===== src/rtl/dram_arb_pkg.sv =====
// Shared types for the data-RAM arbiter.
// State encodings and port index constants.
package dram_arb_pkg;

  typedef enum logic [1:0] {
    ARB_IDLE = 2'd0,
    ARB_P0   = 2'd1,
    ARB_P1   = 2'd2
  } arb_state_t;

  localparam logic ARB_PORT_CPU = 1'b0;
  localparam logic ARB_PORT_DMA = 1'b1;

endpackage


===== src/rtl/dram_arb_rdret.sv =====
// Read-return register: remembers which port issued a read
// and steers mem_rdata to it in the following cycle.
// Ports: clk, rst_n, rd_go/rd_sel (read accepted, by which port),
//        mem_rdata in; pN_rvalid/pN_rdata out.
module dram_arb_rdret
  import dram_arb_pkg::*;
(
  input  logic        clk,
  input  logic        rst_n,
  input  logic        rd_go,
  input  logic        rd_sel,
  input  logic [31:0] mem_rdata,
  output logic        p0_rvalid,
  output logic [31:0] p0_rdata,
  output logic        p1_rvalid,
  output logic [31:0] p1_rdata
);

  logic rd_pend;
  logic rd_port;

  always_ff @(posedge clk or negedge rst_n) begin
    if (!rst_n) begin
      rd_pend <= 1'b0;
      rd_port <= ARB_PORT_CPU;
    end else begin
      rd_pend <= rd_go;
      if (rd_go) rd_port <= rd_sel;
    end
  end

  assign p0_rvalid = rd_pend & (rd_port == ARB_PORT_CPU);
  assign p1_rvalid = rd_pend & (rd_port == ARB_PORT_DMA);
  assign p0_rdata  = p0_rvalid ? mem_rdata : '0;
  assign p1_rdata  = p1_rvalid ? mem_rdata : '0;

endmodule


===== src/rtl/dram_arb.sv =====
// Two-port round-robin arbiter for the data RAM, with
// bounded locked bursts. Port 0 = CPU, port 1 = DMA.
// Ports: pN_req/we/lock/addr/wdata in, pN_gnt/rvalid/rdata out,
//        mem_addr/we/wdata out, mem_rdata in.
// Option: DRAM_ARB_CPU_PRIO_EN makes port 0 win every idle tie.
module dram_arb
  import dram_arb_pkg::*;
#(
  parameter int AW        = 12,
  parameter int MAX_BURST = 4
) (
  input  logic          clk,
  input  logic          rst_n,
  input  logic          p0_req,
  input  logic          p0_we,
  input  logic          p0_lock,
  input  logic [AW-1:0] p0_addr,
  input  logic [31:0]   p0_wdata,
  output logic          p0_gnt,
  output logic          p0_rvalid,
  output logic [31:0]   p0_rdata,
  input  logic          p1_req,
  input  logic          p1_we,
  input  logic          p1_lock,
  input  logic [AW-1:0] p1_addr,
  input  logic [31:0]   p1_wdata,
  output logic          p1_gnt,
  output logic          p1_rvalid,
  output logic [31:0]   p1_rdata,
  output logic [AW-1:0] mem_addr,
  output logic          mem_we,
  output logic [31:0]   mem_wdata,
  input  logic [31:0]   mem_rdata
);

  localparam int BW = (MAX_BURST > 1) ? $clog2(MAX_BURST) : 1;
  localparam logic [BW-1:0] BMAX = BW'(MAX_BURST - 1);

  arb_state_t    state, state_n;
  logic          last, last_n;
  logic [BW-1:0] burst_cnt, burst_n;
  logic          tie;
  logic          pick0, pick1;
  logic          keep;

`ifdef DRAM_ARB_CPU_PRIO_EN
  assign tie = ARB_PORT_CPU;
`else
  assign tie = ~last;
`endif

  // Idle-style arbitration, also used when a lock owner drops req.
  assign pick0 = p0_req & (~p1_req | (tie == ARB_PORT_CPU));
  assign pick1 = p1_req & (~p0_req | (tie == ARB_PORT_DMA));
  assign keep  = burst_cnt < BMAX;

  always_ff @(posedge clk or negedge rst_n) begin
    if (!rst_n) begin
      state     <= ARB_IDLE;
      last      <= 1'b1;
      burst_cnt <= '0;
    end else begin
      state     <= state_n;
      last      <= last_n;
      burst_cnt <= burst_n;
    end
  end

  always_comb begin
    state_n = ARB_IDLE;
    last_n  = last;
    burst_n = '0;
    if (p0_gnt) begin
      state_n = p0_lock ? ARB_P0 : ARB_IDLE;
      last_n  = ARB_PORT_CPU;
      if (state == ARB_P0)
        burst_n = (burst_cnt == BMAX) ? burst_cnt : burst_cnt + 1'b1;
    end else if (p1_gnt) begin
      state_n = p1_lock ? ARB_P1 : ARB_IDLE;
      last_n  = ARB_PORT_DMA;
      if (state == ARB_P1)
        burst_n = (burst_cnt == BMAX) ? burst_cnt : burst_cnt + 1'b1;
    end
  end

  always_comb begin
    p0_gnt = 1'b0;
    p1_gnt = 1'b0;
    unique case (state)
      ARB_P0: begin
        if (p0_req) begin
          p0_gnt = keep | ~p1_req;
          p1_gnt = ~keep & p1_req;
        end else begin
          p0_gnt = pick0;
          p1_gnt = pick1;
        end
      end
      ARB_P1: begin
        if (p1_req) begin
          p1_gnt = keep | ~p0_req;
          p0_gnt = ~keep & p0_req;
        end else begin
          p0_gnt = pick0;
          p1_gnt = pick1;
        end
      end
      default: begin
        p0_gnt = pick0;
        p1_gnt = pick1;
      end
    endcase
  end

  assign mem_addr  = p0_gnt ? p0_addr  : p1_gnt ? p1_addr  : '0;
  assign mem_wdata = p0_gnt ? p0_wdata : p1_gnt ? p1_wdata : '0;
  assign mem_we    = (p0_gnt & p0_we) | (p1_gnt & p1_we);

  dram_arb_rdret u_rdret (
    .clk       (clk),
    .rst_n     (rst_n),
    .rd_go     ((p0_gnt & ~p0_we) | (p1_gnt & ~p1_we)),
    .rd_sel    (p1_gnt ? ARB_PORT_DMA : ARB_PORT_CPU),
    .mem_rdata (mem_rdata),
    .p0_rvalid (p0_rvalid),
    .p0_rdata  (p0_rdata),
    .p1_rvalid (p1_rvalid),
    .p1_rdata  (p1_rdata)
  );

endmodule


===== config.mk =====
export PLATFORM = sky130hd
export DESIGN_NAME = dram_arb
export DESIGN_NICKNAME = d
export VERILOG_FILES = /design/src/rtl/dram_arb_pkg.sv /design/src/rtl/dram_arb_rdret.sv /design/src/rtl/dram_arb.sv
export SDC_FILE = /design/constraint.sdc
export NUM_CORES = 1
export LEC_CHECK = 0
export BUFFER_PORTS_ARGS = -buffer_cell sky130_fd_sc_hd__buf_2
export CORE_AREA = 2 2 94 96
export DETAILED_ROUTE_END_ITERATION = 7
export DIE_AREA = 0 0 96 98
export PLACE_DENSITY_LB_ADDON = 0.2
export SLEW_MARGIN = 20
export SYNTH_ARGS = -nofsm -noshare
export SYNTH_HDL_FRONTEND = slang
export SYNTH_HIERARCHICAL = 1
export SYNTH_SLANG_ARGS = --single-unit

===== constraint.sdc =====
create_clock -name clk -period 5.92 [get_ports clk]
set_input_delay 0.296 -clock clk [delete_from_list [all_inputs] [get_ports clk]]
set_output_delay 0.296 -clock clk [all_outputs]
set_load 0.005 [all_outputs]

==> flow_results.xml <==
<?xml version="1.0" encoding="UTF-8"?>
<metrics>
  <group name="placement">
    <metric name="place_ws" unit="ns">3.18</metric>
    <metric name="port_buffers" unit="">240</metric>
    <metric name="post-dp-hpwl" unit="µm">5610</metric>
    <metric name="dpl-instance-area" unit="µm²">2700</metric>
    <metric name="routabilityCongestion" unit="">0.775</metric>
  </group>
  <group name="global_routing">
    <metric name="antenna_found_initial" unit="">1</metric>
    <metric name="global_route.overflow_total" unit="">0</metric>
    <metric name="first_global_vias" unit="">2089</metric>
    <metric name="largest_net_degree_at_the_start_of_global_routing" unit="">67</metric>
    <metric name="grt_pass1_wl" unit="µm">9760</metric>
    <metric name="groute.usage.overall" unit="">0.130</metric>
  </group>
  <group name="timing">
    <metric name="worst_slew_pin_slew" unit="ns">0.759</metric>
    <metric name="max-slew-margin-rel" unit="">0.493</metric>
    <metric name="slew_viol_final" unit="">0</metric>
    <metric name="maxClockFrequency" unit="GHz">0.337</metric>
    <metric name="post-route-worst-setup-slack" unit="ns">2.95</metric>
    <metric name="setup-tns-final" unit="ns">0</metric>
    <metric name="final_min_period_over_clock_period" unit="">0.501</metric>
    <metric name="setup_viol" unit="">0</metric>
    <metric name="grt_setup_unrepaired" unit="">no</metric>
    <metric name="finalHoldViolCount" unit="">0</metric>
    <metric name="finalWorstPathRequiredPeriod" unit="ns">2.97</metric>
    <metric name="fin_worst_skew" unit="ns">0.00268</metric>
    <metric name="fin_worst_hold_slack" unit="ns">0.277</metric>
  </group>
  <group name="detailed_routing">
    <metric name="first_pass_detailed_route_iteration_total" unit="">4</metric>
    <metric name="wl_per_cell" unit="µm">13.6</metric>
    <metric name="avgViaCountPerCell" unit="">4.56</metric>
    <metric name="drt_iter0_markers" unit="">33</metric>
    <metric name="drcViolationCount" unit="">0</metric>
    <metric name="wirelength" unit="µm">6920</metric>
    <metric name="number_of_vias_in_the_routed_layout" unit="">2326</metric>
    <metric name="final_antenna_net_count" unit="">0</metric>
  </group>
  <group name="clocking">
    <metric name="ctsResizeCount" unit="">0</metric>
    <metric name="clk_pin_slew" unit="ns">0.04</metric>
    <metric name="cts_made_buffers" unit="">3</metric>
    <metric name="tritoncts" unit="">yes</metric>
    <metric name="cts_num_sinks" unit="">7</metric>
    <metric name="clock_tree.buffer_depth" unit="">2</metric>
    <metric name="htree_num_levels" unit="">1</metric>
    <metric name="post_cts.repair.setup_buffers" unit="">0</metric>
    <metric name="hold_buffers" unit="">1</metric>
    <metric name="clock_tree.root_cell" unit="">sky130_fd_sc_hd__clkbuf_8</metric>
    <metric name="clk_latency" unit="ns">0.23</metric>
  </group>
  <group name="critical_path">
    <metric name="cp_num_buf_inv" unit="">3</metric>
    <metric name="cpLargestDelayFamily" unit="">buffers and inverters</metric>
    <metric name="arrival" unit="ns">2.67</metric>
    <metric name="crit_path_start_kind" unit="">flip-flop</metric>
    <metric name="critPathRequiredTime" unit="ns">5.62</metric>
    <metric name="critical_path.endpoint_type" unit="">primary output</metric>
    <metric name="worst-setup-path-type" unit="">reg -&gt; out</metric>
    <metric name="critPathMaxStageDelay" unit="ns">0.57</metric>
    <metric name="cp_max_fo" unit="">47</metric>
    <metric name="cp-startpoint" unit="">state[0]</metric>
    <metric name="crit_path_top_delay_cell" unit="">sky130_fd_sc_hd__inv_2</metric>
    <metric name="crit-reg2reg-launch" unit="">state[0]</metric>
    <metric name="cp_cell_sequence" unit="">inv_1 &gt; ha_1 &gt; and3b_1 &gt; a311oi_2 &gt; nor2_1 &gt; inv_2 &gt; a22o_1 &gt; buf_2</metric>
  </group>
  <group name="power_and_ir_drop">
    <metric name="leakage" unit="nW">1.90</metric>
    <metric name="power.share.switching" unit="">0.449</metric>
    <metric name="part_of_the_total_power_dissipated_in_sequential_elements" unit="">0.100</metric>
    <metric name="fraction_of_power_consumed_by_the_clock_network" unit="">0.084</metric>
    <metric name="power_switching" unit="mW">0.360</metric>
    <metric name="intPower" unit="mW">0.441</metric>
    <metric name="peakVddDrop" unit="mV">0.131</metric>
    <metric name="design_power_total" unit="mW">0.801</metric>
    <metric name="powerDensity" unit="nW/µm²">291</metric>
    <metric name="power.share.combinational" unit="">0.816</metric>
  </group>
  <group name="logic_synthesis">
    <metric name="synthTopCellsByArea" unit="">sky130_fd_sc_hd__a22o_1, sky130_fd_sc_hd__and3b_1, sky130_fd_sc_hd__and3_1</metric>
    <metric name="synth_cell_type_count" unit="">33</metric>
    <metric name="syn_inst" unit="">176</metric>
    <metric name="syn-cell-area" unit="µm²">1540</metric>
    <metric name="ys_ff_latch" unit="">7</metric>
    <metric name="synthesis.nets" unit="">306</metric>
    <metric name="synth_sequential_area_ratio" unit="">0.115</metric>
    <metric name="synth_area_leader" unit="">sky130_fd_sc_hd__a22o_1</metric>
    <metric name="postSynthAreaPerCell" unit="µm²">8.75</metric>
    <metric name="synth_top_cell_area_share" unit="">0.256</metric>
    <metric name="ys_warn_count" unit="">6</metric>
  </group>
  <group name="floorplan">
    <metric name="design.portCount" unit="">241</metric>
    <metric name="full_die_area" unit="µm²">9410</metric>
    <metric name="initial_core_util" unit="">0.182</metric>
    <metric name="die_y" unit="µm">98</metric>
    <metric name="die_w" unit="µm">96</metric>
    <metric name="core.rowCount" unit="">34</metric>
    <metric name="floorplan.core_area" unit="µm²">8470</metric>
  </group>
  <group name="finish">
    <metric name="multiInputGateArea" unit="µm²">1150</metric>
    <metric name="layout.filler_cells" unit="">927</metric>
    <metric name="synthToLayoutAreaGrowth" unit="%">79.0</metric>
    <metric name="layout_commonest_cell" unit="">sky130_fd_sc_hd__buf_2</metric>
    <metric name="most-common-layout-cells" unit="">sky130_fd_sc_hd__buf_2, sky130_fd_sc_hd__a22o_1, sky130_fd_sc_hd__and3b_1</metric>
    <metric name="layout.area.seq" unit="µm²">176</metric>
    <metric name="fin_area" unit="µm²">2760</metric>
    <metric name="drive_above_1_share" unit="">0.638</metric>
    <metric name="final_nets" unit="">532</metric>
  </group>
  <group name="status">
    <metric name="status" unit="">finished, final reports clean</metric>
  </group>
  <group name="worst_hold_path">
    <metric name="min_from" unit="">p0_lock</metric>
    <metric name="worst_hold_path_type" unit="">in -&gt; reg</metric>
  </group>
  <group name="run">
    <metric name="maxCapViolCount" unit="">0</metric>
  </group>
</metrics>
area by class of cell:
cell class              count  area share
multi-input cells         141       0.416
flip-flops and latches      7      0.0640
repair buffers            244       0.447
clock buffers               4      0.0163
diodes                      1    0.000907
well taps                 108      0.0490
inverters                   5     0.00681
sequential cells by signal (all words and copies together), names as in the netlist:
name and cells:
burst_cnt 2, last 1, state 2, u_rdret/rd_pend 1, u_rdret/rd_port 1
synthesized netlist by cell type:
library cell and count:
sky130_fd_sc_hd__inv_2 2, sky130_fd_sc_hd__o211a_1 1, sky130_fd_sc_hd__nor2_1 2, sky130_fd_sc_hd__and3_1 33, sky130_fd_sc_hd__o31ai_1 1, sky130_fd_sc_hd__mux2_2 1, sky130_fd_sc_hd__dfstp_2 1, sky130_fd_sc_hd__nand4_1 1
sky130_fd_sc_hd__and3b_1 34, sky130_fd_sc_hd__buf_4 6, sky130_fd_sc_hd__a311oi_2 1, sky130_fd_sc_hd__o211ai_1 1, sky130_fd_sc_hd__o21ai_0 1, sky130_fd_sc_hd__buf_2 6, sky130_fd_sc_hd__o32ai_1 1, sky130_fd_sc_hd__ha_1 2
sky130_fd_sc_hd__o221a_2 2, sky130_fd_sc_hd__and2_1 3, sky130_fd_sc_hd__nand2_1 1, sky130_fd_sc_hd__nand2b_1 1, sky130_fd_sc_hd__a31o_1 1, sky130_fd_sc_hd__and4_4 1, sky130_fd_sc_hd__nand3_2 1, sky130_fd_sc_hd__a22o_1 45
sky130_fd_sc_hd__o21a_1 1, sky130_fd_sc_hd__nor4_4 1, sky130_fd_sc_hd__nor2b_1 1, sky130_fd_sc_hd__a311o_1 1, sky130_fd_sc_hd__inv_1 3, sky130_fd_sc_hd__buf_6 11, sky130_fd_sc_hd__and2b_1 1, sky130_fd_sc_hd__nand3_1 2
sky130_fd_sc_hd__dfrtp_1 6
kinds of logic after synthesis:
family / Yosys count / share of synthesized area
simple gates: 82 / 0.398
mux: 1 / 0.00731
buf+inv: 28 / 0.141
compound gates: 56 / 0.323
fa+ha+maj: 2 / 0.0162
flops: 7 / 0.115
worst paths after layout:
check                                   to  slack, ns  depth (start not counted)
max                          mem_wdata[15]       2.95                          8
max reg2reg                       state[0]       3.60                          7
min in group asynchronous     burst_cnt[0]       0.43                          2
max in group asynchronous             last       5.25                          2
min                               state[0]       0.28                          2
min reg2reg                u_rdret/rd_port       0.50                          1
routing by layer:
layer | global-route usage | vias to the layer above | wire, µm
li1 | - | 1150 | -
met1 | 0.135 | 1027 | 2570
met2 | 0.251 | 145 | 3510
met3 | 0.0378 | 4 | 802
met4 | 0.0231 | 0 | 29
met5 | 0 | - | 0
power by group through the flow:
| stage | sequential (mW) | clock [mW] | combinational (mW) |
|---|---|---|---|
| 2_1_floorplan | 0.0802 | 0 | 0.460 |
| 3_3_place_gp | 0.0809 | 0 | 0.657 |
| 3_5_place_dp | 0.0809 | 0 | 0.658 |
| 4_1_cts | 0.0803 | 0.0700 | 0.663 |
| 5_1_grt | 0.0827 | 0.0722 | 0.728 |
| 6_report | 0.0804 | 0.0673 | 0.654 |
per-stage QoR:
stage	utilization	cells
after floorplan	-	176
after global placement	0.319	504
after detailed placement	0.319	504
after CTS	0.325	509
after global routing	0.326	510
final	0.326	510
worst register-to-register path: cells and delay by family, from the launching register on:
family | cells | cell delay (ns)
AO/OA/AOI/OAI | 1 | 0.35
AND/OR/NAND/NOR | 3 | 0.57
flip-flops | 1 | 0.34
adder cells (fa/ha/maj) | 1 | 0.38
buffers and inverters | 2 | 0.62
No activity file was read; power rests on OpenSTA's default activity.
